===== config.mk =====
export PLATFORM = sky130hd
export DESIGN_NAME = glitch_filter_delay
export DESIGN_NICKNAME = d
export VERILOG_FILES = /design/src/rtl/glitch_filter_delay.sv
export SDC_FILE = /design/constraint.sdc
export NUM_CORES = 1
export LEC_CHECK = 0
export BUFFER_PORTS_ARGS = -buffer_cell sky130_fd_sc_hd__buf_2
export CORE_MARGIN = 2
export CORE_UTILIZATION = 32
export CTS_BUF_LIST = sky130_fd_sc_hd__clkbuf_8
export DETAILED_ROUTE_END_ITERATION = 7
export GPL_TIMING_DRIVEN = 0
export PLACE_DENSITY = 0.63
export SETUP_SLACK_MARGIN = 0.4
export SYNTH_ARGS = -nofsm -noshare
export SYNTH_HDL_FRONTEND = slang
export SYNTH_SLANG_ARGS = --single-unit

===== constraint.sdc =====
create_clock -name clk -period 1.8 [get_ports clk]
set_input_delay 0.36 -clock clk [delete_from_list [all_inputs] [get_ports clk]]
set_output_delay 0.36 -clock clk [all_outputs]
set_load 0.05 [all_outputs]

===== src/rtl/glitch_filter_delay.sv =====
// glitch_filter_delay: synchronizer plus clocked inertial-delay filter with edge pulses and a glitch counter
module glitch_filter_delay #(
  parameter int SYNC_STAGES = 2,
  parameter int FILT_CYC    = 4,
  parameter int CNT_W       = 8
) (
  input  logic             clk,
  input  logic             rst_n,
  input  logic             din,
  input  logic             clr,
  output logic             dout_sync,
  output logic             dout_filt,
  output logic             rise_pls,
  output logic             fall_pls,
  output logic             busy,
  output logic [CNT_W-1:0] rej_cnt
);
  localparam int QW = $clog2(FILT_CYC + 1);
  localparam logic [QW-1:0] LAST = QW'(FILT_CYC - 1);
  localparam logic [QW-1:0] ONE  = QW'(1);
  typedef enum logic [1:0] {STABLE_LO, QUAL_HI, STABLE_HI, QUAL_LO} state_t;
  state_t                 state_q, state_d;
  logic [SYNC_STAGES-1:0] sync_q, sync_d;
  logic [QW-1:0]          cnt_q, cnt_d;
  logic [CNT_W-1:0]       rej_q, rej_d;
  logic                   filt_q, filt_d, rise_q, rise_d, fall_q, fall_d, rej_ev, s;
  assign s         = sync_q[SYNC_STAGES-1];
  assign dout_sync = s;
  assign dout_filt = filt_q;
  assign rise_pls  = rise_q;
  assign fall_pls  = fall_q;
  assign busy      = (state_q == QUAL_HI) || (state_q == QUAL_LO);
  assign rej_cnt   = rej_q;
  // next state: a candidate level must hold FILT_CYC sampled edges, otherwise it is rejected
  always_comb begin
    sync_d  = {sync_q[SYNC_STAGES-2:0], din};
    state_d = state_q;
    cnt_d   = '0;
    filt_d  = filt_q;
    rise_d  = 1'b0;
    fall_d  = 1'b0;
    rej_ev  = 1'b0;
    case (state_q)
      STABLE_LO: if (s) begin
        state_d = QUAL_HI;
        cnt_d   = ONE;
      end
      QUAL_HI: if (!s) begin
        state_d = STABLE_LO;
        rej_ev  = 1'b1;
      end else if (cnt_q == LAST) begin
        state_d = STABLE_HI;
        filt_d  = 1'b1;
        rise_d  = 1'b1;
      end else cnt_d = cnt_q + ONE;
      STABLE_HI: if (!s) begin
        state_d = QUAL_LO;
        cnt_d   = ONE;
      end
      QUAL_LO: if (s) begin
        state_d = STABLE_HI;
        rej_ev  = 1'b1;
      end else if (cnt_q == LAST) begin
        state_d = STABLE_LO;
        filt_d  = 1'b0;
        fall_d  = 1'b1;
      end else cnt_d = cnt_q + ONE;
      default: state_d = STABLE_LO;
    endcase
    rej_d = clr ? '0 : (rej_ev && rej_q != '1) ? rej_q + 1'b1 : rej_q;
  end
  // state registers; reset drops any qualification in progress
  always_ff @(posedge clk or negedge rst_n) begin
    if (!rst_n) begin
      sync_q  <= '0;
      state_q <= STABLE_LO;
      cnt_q   <= '0;
      filt_q  <= 1'b0;
      rise_q  <= 1'b0;
      fall_q  <= 1'b0;
      rej_q   <= '0;
    end else begin
      sync_q  <= sync_d;
      state_q <= state_d;
      cnt_q   <= cnt_d;
      filt_q  <= filt_d;
      rise_q  <= rise_d;
      fall_q  <= fall_d;
      rej_q   <= rej_d;
    end
  end
endmodule


==> flow_summary.html, run 1 <==
<table>
<tr><th>Metric</th><th>Value</th></tr>
<tr><th colspan="2">Outcome</th></tr>
<tr><td>Status</td><td>finished clean</td></tr>
<tr><th colspan="2">Cells and area</th></tr>
<tr><td>Layout Nets</td><td>100</td></tr>
<tr><td>Diodes inserted</td><td>0</td></tr>
<tr><td>Proportion of layout cells with a drive suffix above 1</td><td>0.505</td></tr>
<tr><td>Filler instances</td><td>201</td></tr>
<tr><td>Post-Layout Cell Count</td><td>around 120</td></tr>
<tr><td>Storage cell area</td><td>about 460 sq um</td></tr>
<tr><td>Area occupied by multi-input gates</td><td>between 300 and 400 sq um</td></tr>
<tr><td>Layout overhead on the synthesized area</td><td>38.4%</td></tr>
<tr><th colspan="2">Floorplanning</th></tr>
<tr><td>Core Area</td><td>2280 sq um</td></tr>
<tr><td>I/O Pins</td><td>17</td></tr>
<tr><td>Die Ht</td><td>53.6 microns</td></tr>
<tr><td>Effective utilization at floorplan</td><td>0.346</td></tr>
<tr><td>Die area</td><td>approximately 2900 sq um</td></tr>
<tr><td>Row count</td><td>17</td></tr>
<tr><td>Die X-Extent</td><td>about 54 microns</td></tr>
<tr><th colspan="2">GRT</th></tr>
<tr><td>Gr usage total</td><td>0.121</td></tr>
<tr><td>First-pass GRT wire length</td><td>around 2400 microns</td></tr>
<tr><td>Antenna violations before repair</td><td>0</td></tr>
<tr><td>Maximum number of pins on one net before global-route repair</td><td>19</td></tr>
<tr><td>Global route total overflow</td><td>0</td></tr>
<tr><td>Number of global-route vias before repair</td><td>540</td></tr>
<tr><th colspan="2">Place</th></tr>
<tr><td>Cell Count Post-Placement</td><td>~110</td></tr>
<tr><td>Buffers added on ports</td><td>15</td></tr>
<tr><td>Detail Placement HPWL</td><td>about 1000 microns</td></tr>
<tr><td>Placer Congestion</td><td>0.770</td></tr>
<tr><td>Post-placement worst setup slack</td><td>0.329 ns</td></tr>
<tr><th colspan="2">Critical path</th></tr>
<tr><td>Critical path start-end classification</td><td>reg2reg</td></tr>
<tr><td>List of cells traversed by the critical path</td><td>ha_4 &gt; nand3_4 &gt; o211ai_4 &gt; or4_4 &gt; a21oi_2</td></tr>
<tr><td>Crit path largest cell delay</td><td>around 0.52 ns</td></tr>
<tr><td>Register-to-Register Setup Slack</td><td>between 0.2 and 0.3 ns</td></tr>
<tr><td>Worst Path Max Fanout</td><td>4</td></tr>
<tr><td>Kind of launch point of the worst setup path</td><td>flop</td></tr>
<tr><td>Arrival @ worst endpoint</td><td>1.70 ns</td></tr>
<tr><td>Critical path's slowest cell</td><td>sky130_fd_sc_hd__or4_4</td></tr>
<tr><td>Worst Setup End Kind</td><td>flop</td></tr>
<tr><td>Data required time at the worst endpoint</td><td>approximately 2.0 ns</td></tr>
<tr><th colspan="2">Clocking</th></tr>
<tr><td>Hold buffer count at cts</td><td>0</td></tr>
<tr><td>Clock latency reported for the late side of the worst-skew pair</td><td>roughly 0.25 ns</td></tr>
<tr><td># clock sinks</td><td>18</td></tr>
<tr><td>H-Tree Level Count</td><td>1</td></tr>
<tr><td>CTS tree</td><td>done</td></tr>
<tr><td>Worst-case clock buffer depth</td><td>2</td></tr>
<tr><td>Total clock buffers created by CTS</td><td>3</td></tr>
<tr><td>Worst-path clk slew</td><td>0.07 ns</td></tr>
<tr><td>Cell chosen for the clock root</td><td>sky130_fd_sc_hd__clkbuf_8</td></tr>
<tr><th colspan="2">Synth</th></tr>
<tr><td>Most frequent cell after synthesis</td><td>sky130_fd_sc_hd__dfrtp_1</td></tr>
<tr><td>Post-synthesis cell count</td><td>between 60 and 70</td></tr>
<tr><td>Mean cell area of the mapped netlist</td><td>11.9 sq um</td></tr>
<tr><td>Number of nets produced by synthesis</td><td>72</td></tr>
<tr><td>Commonest cells in the synthesized netlist</td><td>sky130_fd_sc_hd__dfrtp_1 (18), sky130_fd_sc_hd__a21oi_1 (5)</td></tr>
<tr><td>EDFF count, synth</td><td>0</td></tr>
<tr><td>Yosys top cell by area</td><td>sky130_fd_sc_hd__dfrtp_1</td></tr>
<tr><td>Predominant post-synthesis flop cell</td><td>sky130_fd_sc_hd__dfrtp_1</td></tr>
<tr><td>Post-synth cell types</td><td>30</td></tr>
<tr><td>Sequential cell area fraction in the yosys report</td><td>0.571</td></tr>
<tr><td>Top cells by area, synth</td><td>sky130_fd_sc_hd__dfrtp_1 (57%), sky130_fd_sc_hd__a21oi_1 (3.2%), sky130_fd_sc_hd__ha_1 (3.2%)</td></tr>
<tr><td>Post-synth design cell area</td><td>slightly below 800 sq um</td></tr>
<tr><td>Share of async-settable or async-resettable flops after synthesis</td><td>1.00</td></tr>
<tr><td>Fraction of post-synthesis cell area in the top cell type by area</td><td>0.571</td></tr>
<tr><td>Synthesis warning total</td><td>0</td></tr>
<tr><td>Number of register bits inferred by synthesis</td><td>18</td></tr>
<tr><th colspan="2">Detailed routing</th></tr>
<tr><td>Via count normalized by instance count</td><td>5.05</td></tr>
<tr><td>Iteration-0 DRC Markers</td><td>11</td></tr>
<tr><td>Wire per inst</td><td>around 12 microns</td></tr>
<tr><td>1st-pass router iterations</td><td>4</td></tr>
<tr><td>Via count</td><td>just over 600</td></tr>
<tr><td>Antenna Nets Post-Route</td><td>0</td></tr>
<tr><td>Residual DRC</td><td>0</td></tr>
<tr><td>Routed Wire Length</td><td>about 1500 microns</td></tr>
<tr><th colspan="2">Timing</th></tr>
<tr><td>Final Hold Violating Endpoints</td><td>0</td></tr>
<tr><td>Relative slew slack</td><td>0.742</td></tr>
<tr><td>Max Slew Vio Count</td><td>0</td></tr>
<tr><td>Final-layout setup total negative slack</td><td>0 ns</td></tr>
<tr><td>Post-layout min period</td><td>approximately 1.5 ns</td></tr>
<tr><td>RSZ-0062 raised after global routing</td><td>yes</td></tr>
<tr><td>Final period util</td><td>0.843</td></tr>
<tr><td>Final count of negative-setup-slack endpoints</td><td>0</td></tr>
<tr><td>Transition time at the pin with the least slew margin</td><td>a little under 0.4 ns</td></tr>
<tr><td>Timing-limited maximum frequency</td><td>659 MHz</td></tr>
<tr><td>Clock skew after layout</td><td>around 0.0038 ns</td></tr>
<tr><td>Worst setup slack after layout</td><td>~0.28 ns</td></tr>
<tr><th colspan="2">Power and ir drop</th></tr>
<tr><td>Sequential fraction of design power</td><td>0.397</td></tr>
<tr><td>Switching portion of total power</td><td>0.361</td></tr>
<tr><td>Power per cell area</td><td>approximately 1300 nW/um^2</td></tr>
<tr><td>Share of power burned in the clock network</td><td>0.228</td></tr>
<tr><td>LEAKAGE</td><td>~0.49 nW</td></tr>
<tr><td>Maximum ir drop on the vdd rail</td><td>0.727 mV</td></tr>
<tr><td>Internal power</td><td>just over 900 uW</td></tr>
<tr><td>Power dissipated by switching net loads</td><td>between 500 and 600 uW</td></tr>
<tr><td>Comb power frac</td><td>0.375</td></tr>
<tr><th colspan="2">Hold path</th></tr>
<tr><td>Class of the worst hold path</td><td>in2async</td></tr>
<tr><th colspan="2">Flow run</th></tr>
<tr><td>Count of maximum capacitance violations</td><td>0</td></tr>
</table>
-- placed cells by master (no fill, tap or decap) --
cell type / n
sky130_fd_sc_hd__nor2_1: 2
sky130_fd_sc_hd__buf_4: 11
sky130_fd_sc_hd__o31ai_1: 2
sky130_fd_sc_hd__nor3b_1: 2
sky130_fd_sc_hd__clkbuf_1: 1
sky130_fd_sc_hd__ha_4: 1
sky130_fd_sc_hd__mux2_2: 1
sky130_fd_sc_hd__inv_1: 3
sky130_fd_sc_hd__nand3_4: 1
sky130_fd_sc_hd__nand4_1: 2
sky130_fd_sc_hd__clkbuf_8: 4
sky130_fd_sc_hd__a21oi_2: 1
sky130_fd_sc_hd__o211ai_4: 1
sky130_fd_sc_hd__mux2i_1: 1
sky130_fd_sc_hd__dfrtp_2: 10
sky130_fd_sc_hd__xor2_1: 2
sky130_fd_sc_hd__dfrtp_1: 8
sky130_fd_sc_hd__clkdlybuf4s25_2: 1
sky130_fd_sc_hd__and4_1: 1
sky130_fd_sc_hd__xnor2_4: 1
sky130_fd_sc_hd__buf_2: 12
sky130_fd_sc_hd__or4_1: 1
sky130_fd_sc_hd__nor3_1: 1
sky130_fd_sc_hd__buf_6: 1
sky130_fd_sc_hd__and3_1: 1
sky130_fd_sc_hd__and4b_1: 1
sky130_fd_sc_hd__nand2_1: 1
sky130_fd_sc_hd__o21bai_1: 1
sky130_fd_sc_hd__a21boi_0: 1
sky130_fd_sc_hd__a21oi_1: 4
sky130_fd_sc_hd__or4_4: 1
sky130_fd_sc_hd__o21ai_0: 3
sky130_fd_sc_hd__nand3b_1: 1
sky130_fd_sc_hd__a211oi_1: 1
sky130_fd_sc_hd__or3_1: 3
sky130_fd_sc_hd__nand3_2: 1
sky130_fd_sc_hd__nand3_1: 1
sky130_fd_sc_hd__and2_1: 1
sky130_fd_sc_hd__ha_1: 1
-- what timing repair did --
item / 4_1_cts / 5_1_grt
setup buffers: 3 / 5
pin swaps: 0 / 5
setup endpoints to repair: 6 / 10
gates resized for setup: 2 / 11
cloned: 0 / 0
-- layout make-up --
class / count / area share
tap: 28 / 0.0321
inverter: 3 / 0.0103
buffer: 3 / 0.0229
sequential: 18 / 0.424
clock buffer: 4 / 0.0505
timing repair buffer: 23 / 0.131
multi-input combinational: 42 / 0.329
-- power groups by stage --
stage | Sequential [mW] | Clock (mW) | Combinational, mW
2_1_floorplan | 0.648 | 0 | 0.243
3_3_place_gp | 0.563 | 0 | 0.414
3_5_place_dp | 0.568 | 0 | 0.421
4_1_cts | 0.555 | 0.338 | 0.475
5_1_grt | 0.580 | 0.358 | 0.576
6_report | 0.567 | 0.325 | 0.535
-- metal layers --
| metal | track usage | wire, microns |
|---|---|---|
| met5 | 0 | 0 |
| met4 | 0.0769 | 59 |
| met3 | 0.0250 | 67 |
| met2 | 0.171 | 680 |
| met1 | 0.167 | 692 |
-- cell families (layout without fill, tap and decap cells) --
| logic type | Yosys count | after routing | synth area share |
|---|---|---|---|
| AOI/OAI and AO/OA | 14 | 14 | 0.114 |
| and+or+nand+nor | 21 | 21 | 0.167 |
| buffers and inverters | 6 | 33 | 0.0460 |
| muxes | 2 | 2 | 0.0270 |
| xor gates and xnor gates | 3 | 3 | 0.0429 |
| adders and majority gates | 2 | 2 | 0.0317 |
| DFF | 18 | 18 | 0.571 |
-- path summary, 6_finish.rpt --
path,from,to,cells past startpoint
setup / recovery,rej_cnt[1],rej_cnt[5],5
hold reg to reg,sync_q[0],sync_q[1],0
min in group clk,din,sync_q[0],1
max in group asynchronous,rst_n,state_q[0],1
hold / removal,rst_n,rej_cnt[1],1
setup reg to reg,rej_cnt[1],rej_cnt[5],5
-- stage by stage --
step	hold slack, ns	cell area [sq um]	power [mW]	utilization
finish	0.0238	1090	1.43	0.479
global route	0.0562	1090	1.51	0.479
CTS	0.0341	1010	1.37	0.443
detailed placement	0.307	926	0.989	0.407
global placement	0.307	926	0.977	0.407
floorplan	0.0644	816	0.891	-
-- flip-flops by register name (all words and copies together) (netlist names), named ones only --
signal and count:
dout_filt 1, cnt_q 3, rej_cnt 8, fall_pls 1
rise_pls 1, state_q 1, sync_q 2
-- worst max-delay path: cells and delay by family (launching register included) --
family | cells | cell delay [ns]
simple gates | 2 | 0.61
flops | 1 | 0.43
compound gates | 2 | 0.24
fa+ha+maj | 1 | 0.18
Note: power is estimated with default switching activity, not from simulation.
==> run 2: changes to the inputs <==
==> constraint.sdc (replaced) <==
create_clock -name clk -period 1.4 [get_ports clk]
set_input_delay 0.28 -clock clk [delete_from_list [all_inputs] [get_ports clk]]
set_output_delay 0.28 -clock clk [all_outputs]
set_load 0.05 [all_outputs]
==> run 2 against run 1 <==
Against the previous run:
- clock-buffer cell count stayed put
- combinational power up 93%
- sequential cell count is the same
- the run now ends with setup timing left
- critical path type unchanged
==> flow_summary.html, run 2 (same netlist as run 1, synthesis figures left out) <==
<table>
<tr><th>Metric</th><th>Value</th></tr>
<tr><th colspan="2">Outcome</th></tr>
<tr><td>Status</td><td>complete, but fails checks (was finished clean)</td></tr>
<tr><td>Violations in the final reports</td><td>setup timing</td></tr>
<tr><th colspan="2">Detailed routing</th></tr>
<tr><td>Routed met2 length</td><td>1090 microns (was 680 microns)</td></tr>
<tr><td>Via count normalized by instance count</td><td>5.18 (was 5.05)</td></tr>
<tr><td>Total routed wire length on the met1 layer</td><td>847 microns (was 692 microns)</td></tr>
<tr><td>Residual DRC</td><td>0 (unchanged)</td></tr>
<tr><td>1st-pass router iterations</td><td>4 (unchanged)</td></tr>
<tr><td>Via count</td><td>709 (was 611)</td></tr>
<tr><td>Antenna Nets Post-Route</td><td>0 (unchanged)</td></tr>
<tr><td>Highest signal layer in the routed design</td><td>met4 (unchanged)</td></tr>
<tr><td>Wire per inst</td><td>15.1 microns (was 12.4 microns)</td></tr>
<tr><td>Metal3 WL</td><td>54 microns (was 67 microns)</td></tr>
<tr><td>Iteration-0 DRC Markers</td><td>16 (was 11)</td></tr>
<tr><td>Routed Wire Length</td><td>2070 microns (was 1500 microns)</td></tr>
<tr><th colspan="2">GRT</th></tr>
<tr><td>Global route total overflow</td><td>0 (unchanged)</td></tr>
<tr><td>Maximum number of pins on one net before global-route repair</td><td>19 (unchanged)</td></tr>
<tr><td>Number of global-route vias before repair</td><td>764 (was 540)</td></tr>
<tr><td>Gr usage total</td><td>0.166 (was 0.121)</td></tr>
<tr><td>Antenna violations before repair</td><td>0 (unchanged)</td></tr>
<tr><td>First-pass GRT wire length</td><td>3350 microns (was 2390 microns)</td></tr>
<tr><th colspan="2">Cells and area</th></tr>
<tr><td>Layout Nets</td><td>116 (was 100)</td></tr>
<tr><td>Flip-flop count of the largest register, all copies and words added</td><td>8 (unchanged)</td></tr>
<tr><td>Proportion of layout cells with a drive suffix above 1</td><td>0.651 (was 0.505)</td></tr>
<tr><td>Layout overhead on the synthesized area</td><td>79.0% (was 38.4%)</td></tr>
<tr><td>Most frequent standard cell in the layout excluding fill and tap cells</td><td>sky130_fd_sc_hd__buf_6 (was sky130_fd_sc_hd__buf_2)</td></tr>
<tr><td>Diodes inserted</td><td>0 (unchanged)</td></tr>
<tr><td>Commonest cells after routing, fill and taps aside</td><td>sky130_fd_sc_hd__buf_6 (16), sky130_fd_sc_hd__dfrtp_2 (11), sky130_fd_sc_hd__buf_4 (11) (was sky130_fd_sc_hd__buf_2 (12), sky130_fd_sc_hd__buf_4 (11), sky130_fd_sc_hd__dfrtp_2 (10))</td></tr>
<tr><th colspan="2">Clocking</th></tr>
<tr><td>CTS tree</td><td>done (unchanged)</td></tr>
<tr><td>H-Tree Level Count</td><td>1 (unchanged)</td></tr>
<tr><td>Cell chosen for the clock root</td><td>sky130_fd_sc_hd__clkbuf_8 (unchanged)</td></tr>
<tr><td>Worst-path clk slew</td><td>0.07 ns (about the same)</td></tr>
<tr><td>Clock latency reported for the late side of the worst-skew pair</td><td>0.25 ns (about the same)</td></tr>
<tr><td># clock sinks</td><td>18 (unchanged)</td></tr>
<tr><td>Total clock buffers created by CTS</td><td>3 (unchanged)</td></tr>
<tr><td>Worst-case clock buffer depth</td><td>2 (unchanged)</td></tr>
<tr><th colspan="2">Critical path</th></tr>
<tr><td>Register-to-Register Setup Slack</td><td>-0.08 ns (was 0.28 ns)</td></tr>
<tr><td>Arrival @ worst endpoint</td><td>1.65 ns (was 1.70 ns)</td></tr>
<tr><td>Data required time at the worst endpoint</td><td>1.57 ns (was 1.98 ns)</td></tr>
<tr><td>Critical Path Start</td><td>rej_cnt[0] (was rej_cnt[1])</td></tr>
<tr><td>Worst reg2reg path depth</td><td>6 (was 5)</td></tr>
<tr><td>Critical path's slowest cell</td><td>sky130_fd_sc_hd__dfrtp_2 (was sky130_fd_sc_hd__or4_4)</td></tr>
<tr><td>List of cells traversed by the critical path</td><td>ha_4 &gt; nand3_4 &gt; o211ai_4 &gt; buf_6 &gt; or3_1 &gt; a21oi_1 (was ha_4 &gt; nand3_4 &gt; o211ai_4 &gt; or4_4 &gt; a21oi_2)</td></tr>
<tr><td>Worst Setup End Kind</td><td>flop (unchanged)</td></tr>
<tr><td>Critical path start-end classification</td><td>reg2reg (unchanged)</td></tr>
<tr><td>Worst Path Max Fanout</td><td>5 (was 4)</td></tr>
<tr><td>CP endpoint</td><td>rej_cnt[2] (was rej_cnt[5])</td></tr>
<tr><td>Kind of launch point of the worst setup path</td><td>flop (unchanged)</td></tr>
<tr><td>Startpoint of the lowest-slack register-to-register path</td><td>rej_cnt[0] (was rej_cnt[1])</td></tr>
<tr><td>Endpoint of the most critical register-to-register path</td><td>rej_cnt[2] (was rej_cnt[5])</td></tr>
<tr><td>Crit path largest cell delay</td><td>0.43 ns (was 0.52 ns)</td></tr>
<tr><th colspan="2">Timing</th></tr>
<tr><td>Relative slew slack</td><td>0.727 (was 0.742)</td></tr>
<tr><td>Final period util</td><td>1.06 (was 0.843)</td></tr>
<tr><td>Final count of negative-setup-slack endpoints</td><td>6 (was 0)</td></tr>
<tr><td>Transition time at the pin with the least slew margin</td><td>0.409 ns (was 0.387 ns)</td></tr>
<tr><td>Smallest hold slack</td><td>0.131 ns (was 0.0238 ns)</td></tr>
<tr><td>Final-layout setup total negative slack</td><td>-0.279 ns (was 0 ns)</td></tr>
<tr><td>Clock skew after layout</td><td>0.00651 ns (was 0.00384 ns)</td></tr>
<tr><td>Timing-limited maximum frequency</td><td>675 MHz (was 659 MHz)</td></tr>
<tr><td>Final Hold Violating Endpoints</td><td>0 (unchanged)</td></tr>
<tr><td>Post-layout min period</td><td>1.48 ns (was 1.52 ns)</td></tr>
<tr><td>RSZ-0062 raised after global routing</td><td>yes (unchanged)</td></tr>
<tr><td>Max Slew Vio Count</td><td>0 (unchanged)</td></tr>
<tr><td>Worst setup slack after layout</td><td>-0.0807 ns (was 0.282 ns)</td></tr>
<tr><th colspan="2">Floorplanning</th></tr>
<tr><td>Effective utilization at floorplan</td><td>0.346 (unchanged)</td></tr>
<tr><td>Die area</td><td>2880 sq um (unchanged)</td></tr>
<tr><td>Die X-Extent</td><td>53.6 microns (unchanged)</td></tr>
<tr><td>I/O Pins</td><td>17 (unchanged)</td></tr>
<tr><td>Die Ht</td><td>53.6 microns (unchanged)</td></tr>
<tr><td>Row count</td><td>17 (unchanged)</td></tr>
<tr><td>Core Area</td><td>2280 sq um (unchanged)</td></tr>
<tr><th colspan="2">Flow run</th></tr>
<tr><td>Count of maximum capacitance violations</td><td>0 (unchanged)</td></tr>
<tr><th colspan="2">Hold path</th></tr>
<tr><td>Class of the worst hold path</td><td>in2reg (was in2async)</td></tr>
<tr><td>Hold Startpoint</td><td>din</td></tr>
<tr><th colspan="2">Power and ir drop</th></tr>
<tr><td>LEAKAGE</td><td>0.614 nW (was 0.489 nW)</td></tr>
<tr><td>Power per cell area</td><td>1550 nW/um^2 (was 1310 nW/um^2)</td></tr>
<tr><td>Maximum ir drop on the vdd rail</td><td>1.11 mV (was 0.727 mV)</td></tr>
<tr><td>Total power draw</td><td>2.19 mW (was 1.43 mW)</td></tr>
<tr><th colspan="2">Place</th></tr>
<tr><td>Buffers added on ports</td><td>15 (unchanged)</td></tr>
<tr><td>Detail Placement HPWL</td><td>1030 microns (was 979 microns)</td></tr>
<tr><td>Placer Congestion</td><td>0.825 (was 0.770)</td></tr>
</table>
run 2: changes by cell type in the layout (fill, tap and decap cells not counted), moves of 2 or more:
cell,change
sky130_fd_sc_hd__buf_2,-10
sky130_fd_sc_hd__buf_6,+15
sky130_fd_sc_hd__xor2_2,+2
sky130_fd_sc_hd__nor3b_1,-2
sky130_fd_sc_hd__buf_8,+10
sky130_fd_sc_hd__xor2_1,-2
sky130_fd_sc_hd__nor3b_2,+2
run 2: critical path, delay by kind of cell, from the launching register on:
family          cells  cell delay (ns)
fa+ha+maj           1             0.18
buf+inv             1             0.15
compound gates      2             0.26
simple gates        2             0.39
flops               1             0.43
run 2: metrics by stage:
stage,instance area (sq um),util,cells,setup slack (ns)
2_1_floorplan,822,-,66,-0.168
3_3_place_gp,932,0.410,109,-0.0560
3_5_place_dp,932,0.410,109,-0.0788
4_1_cts,1280,0.563,128,-0.0488
5_1_grt,1410,0.620,137,-0.132
6_report,1410,0.620,137,-0.0807
run 2: how the worst min path moves through the flow:
stage                     cells after the start  slack, ns                    endpoint
after global placement                        1       0.23                   sync_q[0]
after CTS                                     1       0.12                   sync_q[0]
after floorplan                               0      -0.02  asynchronous set/reset pin
after global routing                          1       0.12                   sync_q[0]
final                                         1       0.13                   sync_q[0]
after detailed placement                      1       0.23                   sync_q[0]
run 2: repair_timing:
item | CTS | global route
setup buffers | 13 | 9
resized for setup | 51 | 16
hold buffers | 1 | 0
endpoints found under the setup margin | 27 | 29
endpoints found under the hold margin | 18 | 0
gates cloned | 1 | 0
pin swaps | 8 | 2
run 2: report_power, final:
group	switching (mW)	internal, mW	leakage (nW)
Combinational	0.471	0.555	0.363
Sequential	0.118	0.622	0.223
Clock	0.177	0.250	0.0288
run 2: cell type report:
class                      instances  area [sq um]
multi-input combinational         42           398
sequential                        18           464
fill                             150           865
clock buffer                       4          55.1
buffer                             3          26.3
inverter                           3          11.3
timing repair buffer              39           422
tap                               28          35.0
run 2: metal layers:
metal,up-vias,GRT usage
li1,327,-
met1,351,0.194
met2,23,0.276
met3,8,0.0250
met4,0,0.124
met5,-,0
